--- src/rtl/regfile_wb_arbiter.sv ---
// regfile_wb_arbiter: two writeback FIFOs (ALU, LSU) round-robin arbitrated onto the single regfile write port
// Optional feature macro WB_PENDING_MASK_EN builds the per-register pending-write mask used for decode hazard stalls;
// when undefined, pending_mask_o is tied to zero.
module regfile_wb_arbiter #(
  parameter int DEPTH = 2,
  parameter int XLEN  = 32
) (
  input  logic            clock_i,
  input  logic            reset_n_i,
  input  logic            s0_valid_i,
  output logic            s0_ready_o,
  input  logic [4:0]      s0_rd_i,
  input  logic [XLEN-1:0] s0_data_i,
  input  logic            s1_valid_i,
  output logic            s1_ready_o,
  input  logic [4:0]      s1_rd_i,
  input  logic [XLEN-1:0] s1_data_i,
  output logic            rf_reg_write_o,
  output logic [4:0]      rf_rd_o,
  output logic [XLEN-1:0] rf_data_o,
  output logic [31:0]     pending_mask_o
);
  localparam int AW = $clog2(DEPTH);
  localparam int CW = AW + 1;
  logic [1:0]           in_valid, ready, pop, ne;
  logic [1:0][4:0]      in_rd, head_rd;
  logic [1:0][XLEN-1:0] in_data, head_data;
  logic                 last_grant_q, gnt_any, gsel;
  logic                 rf_we_q;
  logic [4:0]           rf_rd_q;
  logic [XLEN-1:0]      rf_data_q;
`ifdef WB_PENDING_MASK_EN
  logic [1:0][31:0]     fifo_mask;
`endif
  assign in_valid       = {s1_valid_i, s0_valid_i};
  assign in_rd          = {s1_rd_i, s0_rd_i};
  assign in_data        = {s1_data_i, s0_data_i};
  assign s0_ready_o     = ready[0];
  assign s1_ready_o     = ready[1];
  assign rf_reg_write_o = rf_we_q;
  assign rf_rd_o        = rf_rd_q;
  assign rf_data_o      = rf_data_q;
  for (genvar g = 0; g < 2; g++) begin : g_fifo
    logic [4:0]      rd_q   [DEPTH];
    logic [XLEN-1:0] data_q [DEPTH];
    logic [AW-1:0]   rptr_q, rptr_d, wptr_q, wptr_d;
    logic [CW-1:0]   cnt_q, cnt_d;
    logic            accept, push;
    assign ready[g]     = cnt_q != CW'(DEPTH);
    assign accept       = in_valid[g] & ready[g];
    assign push         = accept & (in_rd[g] != 5'd0);
    assign ne[g]        = cnt_q != '0;
    assign head_rd[g]   = rd_q[rptr_q];
    assign head_data[g] = data_q[rptr_q];
    // pointer/count advance; x0 writes complete the handshake but never occupy a slot
    always_comb begin
      wptr_d = push ? wptr_q + AW'(1) : wptr_q;
      rptr_d = pop[g] ? rptr_q + AW'(1) : rptr_q;
      cnt_d  = cnt_q + CW'(push) - CW'(pop[g]);
    end
    // queue bookkeeping, cleared asynchronously so reset drops every queued write
    always_ff @(posedge clock_i or negedge reset_n_i) begin
      if (!reset_n_i) begin
        rptr_q <= '0;
        wptr_q <= '0;
        cnt_q  <= '0;
      end else begin
        rptr_q <= rptr_d;
        wptr_q <= wptr_d;
        cnt_q  <= cnt_d;
      end
    end
    // slot storage; validity comes from the count, so no reset is needed
    always_ff @(posedge clock_i) begin
      if (push) begin
        rd_q[wptr_q]   <= in_rd[g];
        data_q[wptr_q] <= in_data[g];
      end
    end
`ifdef WB_PENDING_MASK_EN
    logic [31:0] mask;
    // decode the destination of every occupied slot
    always_comb begin
      mask = '0;
      for (int i = 0; i < DEPTH; i++)
        if ({1'b0, AW'(i) - rptr_q} < cnt_q) mask = mask | (32'd1 << rd_q[i]);
    end
    assign fifo_mask[g] = mask;
`endif
  end
  // round-robin pick: alternate on contention, otherwise take whichever source has work
  always_comb begin
    gnt_any = |ne;
    gsel    = &ne ? ~last_grant_q : ne[1];
    pop     = {gnt_any & gsel, gnt_any & ~gsel};
  end
  // registered write port; rd/data hold when idle, last_grant moves only on a grant
  always_ff @(posedge clock_i or negedge reset_n_i) begin
    if (!reset_n_i) begin
      rf_we_q      <= 1'b0;
      rf_rd_q      <= '0;
      rf_data_q    <= '0;
      last_grant_q <= 1'b1;
    end else begin
      rf_we_q <= gnt_any;
      if (gnt_any) begin
        rf_rd_q      <= head_rd[gsel];
        rf_data_q    <= head_data[gsel];
        last_grant_q <= gsel;
      end
    end
  end
`ifdef WB_PENDING_MASK_EN
  // queued writes plus the one being presented; x0 is never pending
  always_comb pending_mask_o = (fifo_mask[0] | fifo_mask[1] | (rf_we_q ? 32'd1 << rf_rd_q : 32'd0)) & ~32'd1;
`else
  assign pending_mask_o = 32'd0;
`endif
endmodule

--- config.mk ---
export PLATFORM = sky130hd
export DESIGN_NAME = regfile_wb_arbiter
export DESIGN_NICKNAME = d
export VERILOG_FILES = /design/src/rtl/regfile_wb_arbiter.sv
export SDC_FILE = /design/constraint.sdc
export NUM_CORES = 1
export LEC_CHECK = 0
export BUFFER_PORTS_ARGS = -buffer_cell sky130_fd_sc_hd__buf_2
export CELL_PAD_IN_SITES_DETAIL_PLACEMENT = 0
export CELL_PAD_IN_SITES_GLOBAL_PLACEMENT = 1
export CORE_MARGIN = 5
export CORE_UTILIZATION = 40
export CTS_BUF_LIST = sky130_fd_sc_hd__clkbuf_16
export DETAILED_ROUTE_END_ITERATION = 6
export PLACE_DENSITY_LB_ADDON = 0.1
export SLEW_MARGIN = 5
export SYNTH_ARGS = -nofsm -noshare
export SYNTH_HDL_FRONTEND = slang
export SYNTH_SLANG_ARGS = --single-unit
--- constraint.sdc ---
create_clock -name clock_i -period 4 [get_ports clock_i]
set_input_delay 0.8 -clock clock_i [delete_from_list [all_inputs] [get_ports clock_i]]
set_output_delay 0.8 -clock clock_i [all_outputs]
set_load 0.005 [all_outputs]
==> results.yml, run 1 <==
outcome:
  status: "finished clean"
logic_synthesis:
  synth-xor-area-share_pct: 0.905
  synthCells: 474
  synth_compound_area_share_pct: 5.84
  netlist_area_um2: 7740
  synth_mux_area_share_pct: 9.57
  synth_seq_cells: 195
  yosysUniqueCellTypes: 28
  postSynthAreaPerCell_um2: 16.3
  ys_warn_count: 0
  ys_seq_area_share_pct: 72.6
  synth_fa_ha_area_share_pct: 0.647
  synth_top_family_by_area: "multiplexers"
  yosys.area_share.simple_pct: 5.00
route:
  finalWirelength_um: 16100
  drc_errors: 0
  drtPass1Iterations: 4
  wl_met1_um: 7020
  maxUsedRoutingLayer: "met4"
  routedWlPerCell_um: 18.7
  via_per_inst: 4.93
  num_vias: 4227
  dr_wl_met3_um: 892
  antenna_left: 0
  wl_met2_um: 7990
  first_iter_violations: 202
critical_path:
  worstSetupEndpointType: "flop"
  critPathLaunchType: "input port"
  reg2regPathDepth: 7
  path_class: "in2reg"
  arrival_ns: 2.90
  r2r_start: "g_fifo[1].cnt_q[1]"
  timing.rr.end: "g_fifo[0].cnt_q[1]"
  required_ns: 4.33
  crit_fanout: 4
  rrSetupSlack_ns: 1.63
place:
  numPortBuffers: 117
  dp.final_hpwl_um: 10300
  gp_congestion: 0.743
  place_ws_ns: 1.02
  dp.cells: 826
clock_network:
  cts-root-buf: "clkbuf_16"
  cts_max_level: 4
  cts_tree: "done"
  clockBufferDepth: 2
  cts_resized: 0
  cts_made_buffers: 17
  clkSlewWorstSetupHoldPaths_ns: 0.07
  clock_latency_ns: 0.41
  cts.sinks: 195
  post_cts_buffers: 0
  hold_buffers: 0
floorplan:
  rows: 50
  die-area_um2: 22200
  coreArea_um2: 18900
  io_pins: 150
  initial_utilization_pct: 41.0
  die_h_um: 149
  die_w_um: 149
grt:
  grt_overflow: 0
  antenna_found_initial: 0
  grt_usage_pct: 14.7
  grt_max_degree: 76
  grt_pass1_wl_um: 24700
  grt_pass1_vias: 4507
cells_and_area:
  diodes: 0
  area_growth_pct: 16.5
  fin_cells: 858
  layout-drive-gt1-share_pct: 28.6
  final.fill_count: 1709
  fin_nets: 667
timing:
  hold_viol: 0
  worst_slew_pin_slew_ns: 1.20
  post-route-min-period_ns: 2.57
  timing.fmax_ghz: 0.389
  fin_crit_sh_pct: 64.3
  rsz0062_at_grt: "no"
  slew_headroom_pct: 19.5
  skew_ns: 0.00676
  setup_tns_ns: 0
  setup_viol: 0
  maxSlewViolCount: 0
  worst_slack_ns: 1.43
power_and_ir_drop:
  ir_drop_uv: 363
  leakagePower_nw: 3.61
  power.density_nw_per_um2: 782
min_path:
  hold_path.class: "in2async"
run:
  cap_viol_max_count: 0
state kept, by name, summed over array words and instances, names as in the netlist:
register	flops
rf_rd_o	5
last_grant_q	1
rf_data_o	32
g_fifo.rptr_q	2
g_fifo.rd_q	20
rf_reg_write_o	1
g_fifo.wptr_q	2
g_fifo.cnt_q	4
g_fifo.data_q	128
routing by layer:
| metal | up-vias | GRT usage (%) |
|---|---|---|
| met5 | - | 0 |
| met2 | 115 | 24.4 |
| met4 | 0 | 3.89 |
| met1 | 2139 | 19.0 |
| met3 | 11 | 4.22 |
| li1 | 1962 | - |
layout by cell type, fill, tap and decap left out, drive strengths merged, types with 2 or more instances in the layout:
cell and count:
edfxtp 148, clkinv 9, mux2i 74, or4 3
inv 6, o221a 37, buf 122, o211ai 2
nand3 37, conb 32, xnor2 6, xor2 2
bufinv 2, dfrtp 46, nor2 4, clkinvlp 2
nand2b 2, clkbuf 17, nand2 37, ha 4
cells in the mapped netlist:
| cell type | number | area (um^2) |
|---|---|---|
| inv_1 | 4 | 15.0 |
| nand2_1 | 37 | 139 |
| buf_4 | 32 | 240 |
| ha_1 | 4 | 50.1 |
| conb_1 | 1 | 3.75 |
| nand3_1 | 37 | 185 |
| a21boi_0 | 1 | 7.51 |
| buf_6 | 5 | 56.3 |
| xor2_1 | 2 | 17.5 |
| o221a_1 | 29 | 327 |
| o21ai_0 | 1 | 5.00 |
| o21a_1 | 1 | 7.51 |
| or2_2 | 1 | 6.26 |
| dfrtp_1 | 46 | 1150 |
| edfxtp_1 | 148 | 4440 |
| buf_1 | 1 | 3.75 |
| mux2i_1 | 74 | 741 |
| and2_1 | 1 | 6.26 |
| nand2b_1 | 2 | 12.5 |
| clkbuf_2 | 1 | 5.00 |
| or4_1 | 3 | 22.5 |
| nor2_1 | 4 | 15.0 |
| dfstp_2 | 1 | 26.3 |
| o221a_2 | 8 | 90.1 |
| buf_2 | 10 | 50.1 |
| clkbuf_1 | 12 | 45.0 |
| o211ai_1 | 2 | 15.0 |
| xnor2_1 | 6 | 52.6 |
kinds of logic (layout without fill, tap and decap cells):
logic type      count (synthesis)  in the layout
buf+inv                        65            158
compound gates                 42             42
fa+ha+maj                       4              4
mux                            74             74
simple gates                   85             85
other cells                     1             32
xor+xnor                        8              8
flops                         195            195
report_power, final:
part / internal (mW) / switching, mW
logic: 0.996 / 1.22
clock network: 0.916 / 0.719
registers: 2.86 / 0.345
metrics by stage:
step           utilization, %  instance area (um^2)  hold WS, ns  power (mW)
6_report                 47.7                  9020        0.469        7.06
5_1_grt                  47.7                  9020        0.517        7.53
4_1_cts                  47.7                  9020        0.490        7.18
3_5_place_dp             44.7                  8450        0.524        5.54
3_3_place_gp             44.7                  8450        0.501        5.47
2_1_floorplan               -                  7860        0.468        4.76
worst max-delay path, cell delays in order:
cell and delay (ns):
buf_2 0.12, or4_1 0.58, o211ai_1 0.56, ha_1 0.35
inv_1 0.06, ha_1 0.14, xnor2_1 0.14, xnor2_1 0.15
how the worst max path moves through the flow:
stage / from / depth (start not counted) / endpoint
6_report: s1_rd_i[0] / 8 / g_fifo[1].cnt_q[1]
5_1_grt: s1_rd_i[0] / 8 / g_fifo[1].cnt_q[1]
4_1_cts: s1_rd_i[0] / 8 / g_fifo[1].cnt_q[1]
3_5_place_dp: s1_rd_i[0] / 8 / g_fifo[1].cnt_q[1]
3_3_place_gp: s1_rd_i[0] / 8 / g_fifo[1].cnt_q[1]
2_1_floorplan: s0_rd_i[3] / 3 / g_fifo[0].data_q[0][0]
cell type report:
class | instances | area (um^2) | share of cell area (%)
Inverter | 4 | 15.0 | 0.166
Sequential cell | 195 | 5620 | 62.4
Timing Repair Buffer | 122 | 623 | 6.91
Clock inverter | 15 | 143 | 1.58
Clock buffer | 17 | 425 | 4.72
Tap cell | 260 | 325 | 3.61
Multi-Input combinational cell | 245 | 1860 | 20.7
Note: power is estimated with default switching activity, not from simulation.
==> inputs of run 2 (changes only) <==
clock period = 2.12 ns   (was 4 ns; I/O delays follow)
==> run 2 against run 1 <==
Sequential cell count stayed put. First-iteration DRC count rose by 34%. Routed wire length up 4.6%. Clock power increased by 100%. Cell count increased by 2.6%. Clock skew is essentially flat.
==> results.yml, run 2 (synthesis results as in run 1) <==
power_and_ir_drop:
  ir_drop_uv: 689
  leakagePower_nw: 3.74
  power.density_nw_per_um2: 1490
timing:
  setup_viol: 0
  timing.fmax_ghz: 0.499
  slew_headroom_pct: 46.6
  worst_slew_pin_slew_ns: 0.800
  rsz0062_at_grt: "no"
  post-route-min-period_ns: 2.01
  hold_viol: 0
  setup_tns_ns: 0
  fin_crit_sh_pct: 94.6
  skew_ns: 0.00716
  maxSlewViolCount: 0
cells_and_area:
  top_register: "g_fifo.data_q"
  fin_util_pct: 49.2
  layout-drive-gt1-share_pct: 31.2
  fin_nets: 688
  layout_commonest_cell: "edfxtp_1"
  area_growth_pct: 20.0
  largest_reg_flops: 128
  most-common-layout-cells: "edfxtp_1 (148), buf_2 (117), mux2i_1 (74)"
route:
  first_iter_violations: 271
  drc_errors: 0
  antenna_left: 0
  num_vias: 4339
  finalWirelength_um: 16800
  via_per_inst: 4.93
  drtPass1Iterations: 4
  routedWlPerCell_um: 19.1
place:
  gp_congestion: 0.730
  numPortBuffers: 117
  dp.final_hpwl_um: 10700
floorplan:
  io_pins: 150
  rows: 50
  coreArea_um2: 18900
  die_w_um: 149
  die_h_um: 149
  die-area_um2: 22200
  initial_utilization_pct: 41.0
clock_network:
  clockBufferDepth: 2
  clock_latency_ns: 0.42
  cts-root-buf: "clkbuf_16"
  clkSlewWorstSetupHoldPaths_ns: 0.07
  cts_tree: "done"
  cts_made_buffers: 17
  post_cts_buffers: 0
  cts_max_level: 4
  cts.sinks: 195
grt:
  grt_max_degree: 76
  grt_pass1_wl_um: 25600
  grt_usage_pct: 15.4
  grt_overflow: 0
  grt_pass1_vias: 4573
  antenna_found_initial: 0
critical_path:
  arrival_ns: 2.35
  cp_slowest_stage_delay_ns: 0.54
  critPathTopFamily: "simple AND/OR/NAND/NOR gates"
  cp_cell_sequence: "or4_4 > a21boi_4 > ha_1 > inv_1 > ha_1 > xnor2_2 > xnor2_1"
  required_ns: 2.47
  crit_fanout: 4
  worst-path-buf-inv: 1
  cp_common_cell: "ha_1"
  cp_slowest_cell: "or4_4"
  critPathLaunchType: "flop"
  path_class: "reg2reg"
  r2r_start: "g_fifo[1].cnt_q[1]"
  crit_path_start: "g_fifo[1].cnt_q[1]"
  worstSetupEndpointType: "flop"
min_path:
  min-delay-start: "s0_data_i[11]"
  hold_path.class: "in2reg"
outcome:
  status: "finished clean"
run:
  cap_viol_max_count: 0
## run 2: cell count changes in the layout (fill, tap and decap cells not counted), moves of 3 or more
cell      delta
clkinv_2     -3
buf_4       +13
inv_6        +4
nor2_4       +4
buf_12       +3
## run 2: worst paths after layout
kind	end	slack (ns)	cells past startpoint
max	g_fifo[0].cnt_q[1]	0.11	7
min	g_fifo[0].data_q[1][11]	0.18	1
max reg2reg	g_fifo[0].cnt_q[1]	0.11	7
min reg2reg	g_fifo[1].cnt_q[0]	0.55	1
max in group asynchronous	g_fifo[1].rptr_q	1.25	3
min in group asynchronous	rf_data_o[26]	0.37	2
## run 2: worst reg2reg max path: cells and delay by family, from the launching register on
family / cells / cell delay (ns)
xor+xnor: 2 / 0.32
buf+inv: 1 / 0.03
flops: 1 / 0.41
simple gates: 1 / 0.54
fa+ha+maj: 2 / 0.48
compound gates: 1 / 0.16
## run 2: what timing repair did
action / CTS / global route
hold buffers: 1 / 0
endpoints found under the hold margin: 4 / 0
resized for setup: 7 / 2
endpoints found under the setup margin: 149 / 19
gates cloned: 4 / 0
pin swaps: 5 / 0
## run 2: metal layers
metal / track usage, % / vias up / routed length, um
met3: 3.59 / 23 / 876
met1: 20.6 / 2171 / 7540
met5: 0 / - / 0
li1: - / 2014 / -
met4: 5.68 / 0 / 347
met2: 24.8 / 131 / 8050
## run 2: where the power goes
| part | internal (mW) | switching [mW] |
|---|---|---|
| sequential | 5.39 | 0.584 |
| clock | 1.87 | 1.41 |
| combinational | 2.09 | 2.54 |
| total | 9.35 | 4.54 |
## run 2: per-stage QoR
step	worst slack [ns]	hold slack [ns]	std cells	power [mW]	area [um^2]
4_1_cts	0.00822	0.164	879	14.1	9270
2_1_floorplan	-0.572	0.128	505	8.98	7860
3_3_place_gp	-0.171	0.272	842	10.5	8610
3_5_place_dp	-0.187	0.274	842	10.7	8610
6_report	0.114	0.183	880	13.9	9290
5_1_grt	0.00707	0.162	879	14.8	9290
## run 2: final cells by class
cell class	count	area (um^2)
repair buffers	139	791
fillers	1649	9600
clock inverters	15	176
diodes	1	2.50
flip-flops and latches	195	5620
well taps	260	325
clock buffers	17	425
inverters	4	15.0
multi-input cells	249	1930
==> inputs of run 3 (changes only) <==
RECOVER_POWER = 100   (was not set)
==> run 3 against run 2 <==
Non-clock buffer count unchanged. Total power decreased by 0.56%. Routed wire length decreased by 0.36%.
==> results.yml, run 3 (synthesis results as in run 1) <==
critical_path:
  cp_slowest_cell: "or4_4"
  required_ns: 2.43
  rrSetupSlack_ns: 0.12
  path_class: "reg2reg"
  timing.rr.end: "g_fifo[0].cnt_q[1]"
  crit_fanout: 4
  worstSetupEndpointType: "flop"
  arrival_ns: 2.31
  cp_cell_sequence: "or4_4 > a21boi_4 > ha_1 > inv_1 > ha_1 > xnor2_2 > xnor2_1"
  cp_common_cell: "ha_1"
  reg2regPathDepth: 7
  critPathLaunchType: "flop"
  cp_slowest_stage_delay_ns: 0.54
  r2r_start: "g_fifo[1].cnt_q[1]"
timing:
  rsz0062_at_grt: "no"
  hold_viol: 0
  timing.fmax_ghz: 0.500
  hold_ws_ns: 0.184
  skew_ns: 0.00754
  worst_slew_pin_slew_ns: 0.971
  setup_viol: 0
  post-route-min-period_ns: 2.00
  maxSlewViolCount: 0
  fin_crit_sh_pct: 94.3
  slew_headroom_pct: 35.3
grt:
  grt_pass1_vias: 4573
  grt_max_degree: 76
  grt_usage_pct: 15.4
  grt_overflow: 0
  antenna_found_initial: 0
  grt_pass1_wl_um: 25600
place:
  dp.final_hpwl_um: 10700
  numPortBuffers: 117
  placed_cell_area_um2: 8610
  dp.cells: 842
  gp_congestion: 0.730
min_path:
  min_to: "g_fifo[0].data_q[1][11]"
  whs_path_depth: 1
  min-delay-start: "s0_data_i[11]"
  hold_path.class: "in2reg"
power_and_ir_drop:
  power.density_nw_per_um2: 1510
  ir_drop_uv: 684
  leakagePower_nw: 3.53
route:
  routedWlPerCell_um: 19.0
  finalWirelength_um: 16800
  via_per_inst: 4.96
  antenna_left: 0
  drc_errors: 0
  first_iter_violations: 292
  num_vias: 4361
  drtPass1Iterations: 4
cells_and_area:
  final.fill_count: 1689
  design_area_um2: 9170
  layout-drive-gt1-share_pct: 19.1
  fin_nets: 688
  top_register: "g_fifo.data_q"
  area_growth_pct: 18.5
  fin_cells: 880
  layout_commonest_cell: "edfxtp_1"
  most-common-layout-cells: "edfxtp_1 (148), clkbuf_1 (75), mux2i_1 (74)"
  largest_reg_flops: 128
floorplan:
  initial_utilization_pct: 41.0
  die_w_um: 149
  die-area_um2: 22200
  io_pins: 150
  coreArea_um2: 18900
  rows: 50
  die_h_um: 149
clock_network:
  cts-root-buf: "clkbuf_16"
  clockBufferDepth: 2
  cts_max_level: 4
  clkSlewWorstSetupHoldPaths_ns: 0.07
  cts_made_buffers: 17
  cts.sinks: 195
  cts_tree: "done"
  clock_latency_ns: 0.42
outcome:
  status: "finished clean"
run:
  cap_viol_max_count: 0
## run 3: changes by cell type in the layout (fill, tap and decap cells not counted)
cell	before	now
buf_2	117	46
buf_12	3	2
clkbuf_2	0	1
buf_4	18	9
clkbuf_4	0	5
clkbuf_1	0	75
## run 3: cell type report
| type | count | area (um^2) | share of cell area [%] |
|---|---|---|---|
| clock buffer | 17 | 425 | 4.64 |
| multi-input combinational | 249 | 1930 | 21.0 |
| timing repair buffer | 139 | 672 | 7.33 |
| clock inverter | 15 | 176 | 1.92 |
| antenna | 1 | 2.50 | 0.0273 |
| tap | 260 | 325 | 3.55 |
| sequential | 195 | 5620 | 61.3 |
| inverter | 4 | 15.0 | 0.164 |
## run 3: per-layer routing
| metal | wire (um) | track usage (%) | share of wire (%) |
|---|---|---|---|
| met4 | 314 | 5.68 | 1.9 |
| met5 | 0 | 0 | 0 |
| met3 | 904 | 3.59 | 5.4 |
| met2 | 8040 | 24.8 | 48 |
| met1 | 7490 | 20.6 | 45 |
## run 3: what timing repair did
| item | CTS | global route |
|---|---|---|
| buffers inserted | 0 | 0 |
| hold buffers | 1 | 0 |
| cloned | 4 | 0 |
| gates resized for setup | 7 | 2 |
| hold endpoints to repair | 4 | 0 |
| pin swaps | 5 | 0 |
| endpoints found under the setup margin | 149 | 19 |
## run 3: worst max path at each step
stage | startpoint | end | slack [ns] | cells past startpoint
3_5_place_dp | s1_rd_i[2] | g_fifo[1].data_q[1][11] | -0.19 | 5
2_1_floorplan | g_fifo[0].cnt_q[1] | g_fifo[0].data_q[0][0] | -0.57 | 3
4_1_cts | g_fifo[0].cnt_q[1] | g_fifo[0].data_q[1][8] | 0.008 | 4
6_report | g_fifo[1].cnt_q[1] | g_fifo[0].cnt_q[1] | 0.12 | 7
5_1_grt | g_fifo[1].cnt_q[1] | g_fifo[0].cnt_q[1] | 0.007 | 7
3_3_place_gp | s1_rd_i[2] | g_fifo[1].data_q[0][17] | -0.17 | 5
## run 3: report_power, final
part	switching (mW)	internal, mW
combinational	2.54	2.01
sequential	0.590	5.39
clock	1.41	1.87
## run 3: per-stage QoR
| stage | total power [mW] | TNS, ns | utilization (%) | setup slack (ns) |
|---|---|---|---|---|
| 3_5_place_dp | 10.7 | -25.49 | 45.6 | -0.187 |
| 5_1_grt | 14.7 | 0 | 48.5 | 0.00707 |
| 3_3_place_gp | 10.5 | -22.02 | 45.6 | -0.171 |
| 4_1_cts | 14.1 | 0 | 49.1 | 0.00822 |
| 2_1_floorplan | 8.98 | -84.61 | - | -0.572 |
| 6_report | 13.8 | 0 | 48.5 | 0.120 |
## run 3: worst max-delay path, delay by kind of cell (launching register included)
family                   cells  cell delay [ns]
buffers and inverters        1             0.03
XOR/XNOR                     2             0.27
flip-flops                   1             0.41
adder cells (fa/ha/maj)      2             0.48
AND/OR/NAND/NOR              1             0.54
AO/OA/AOI/OAI                1             0.16
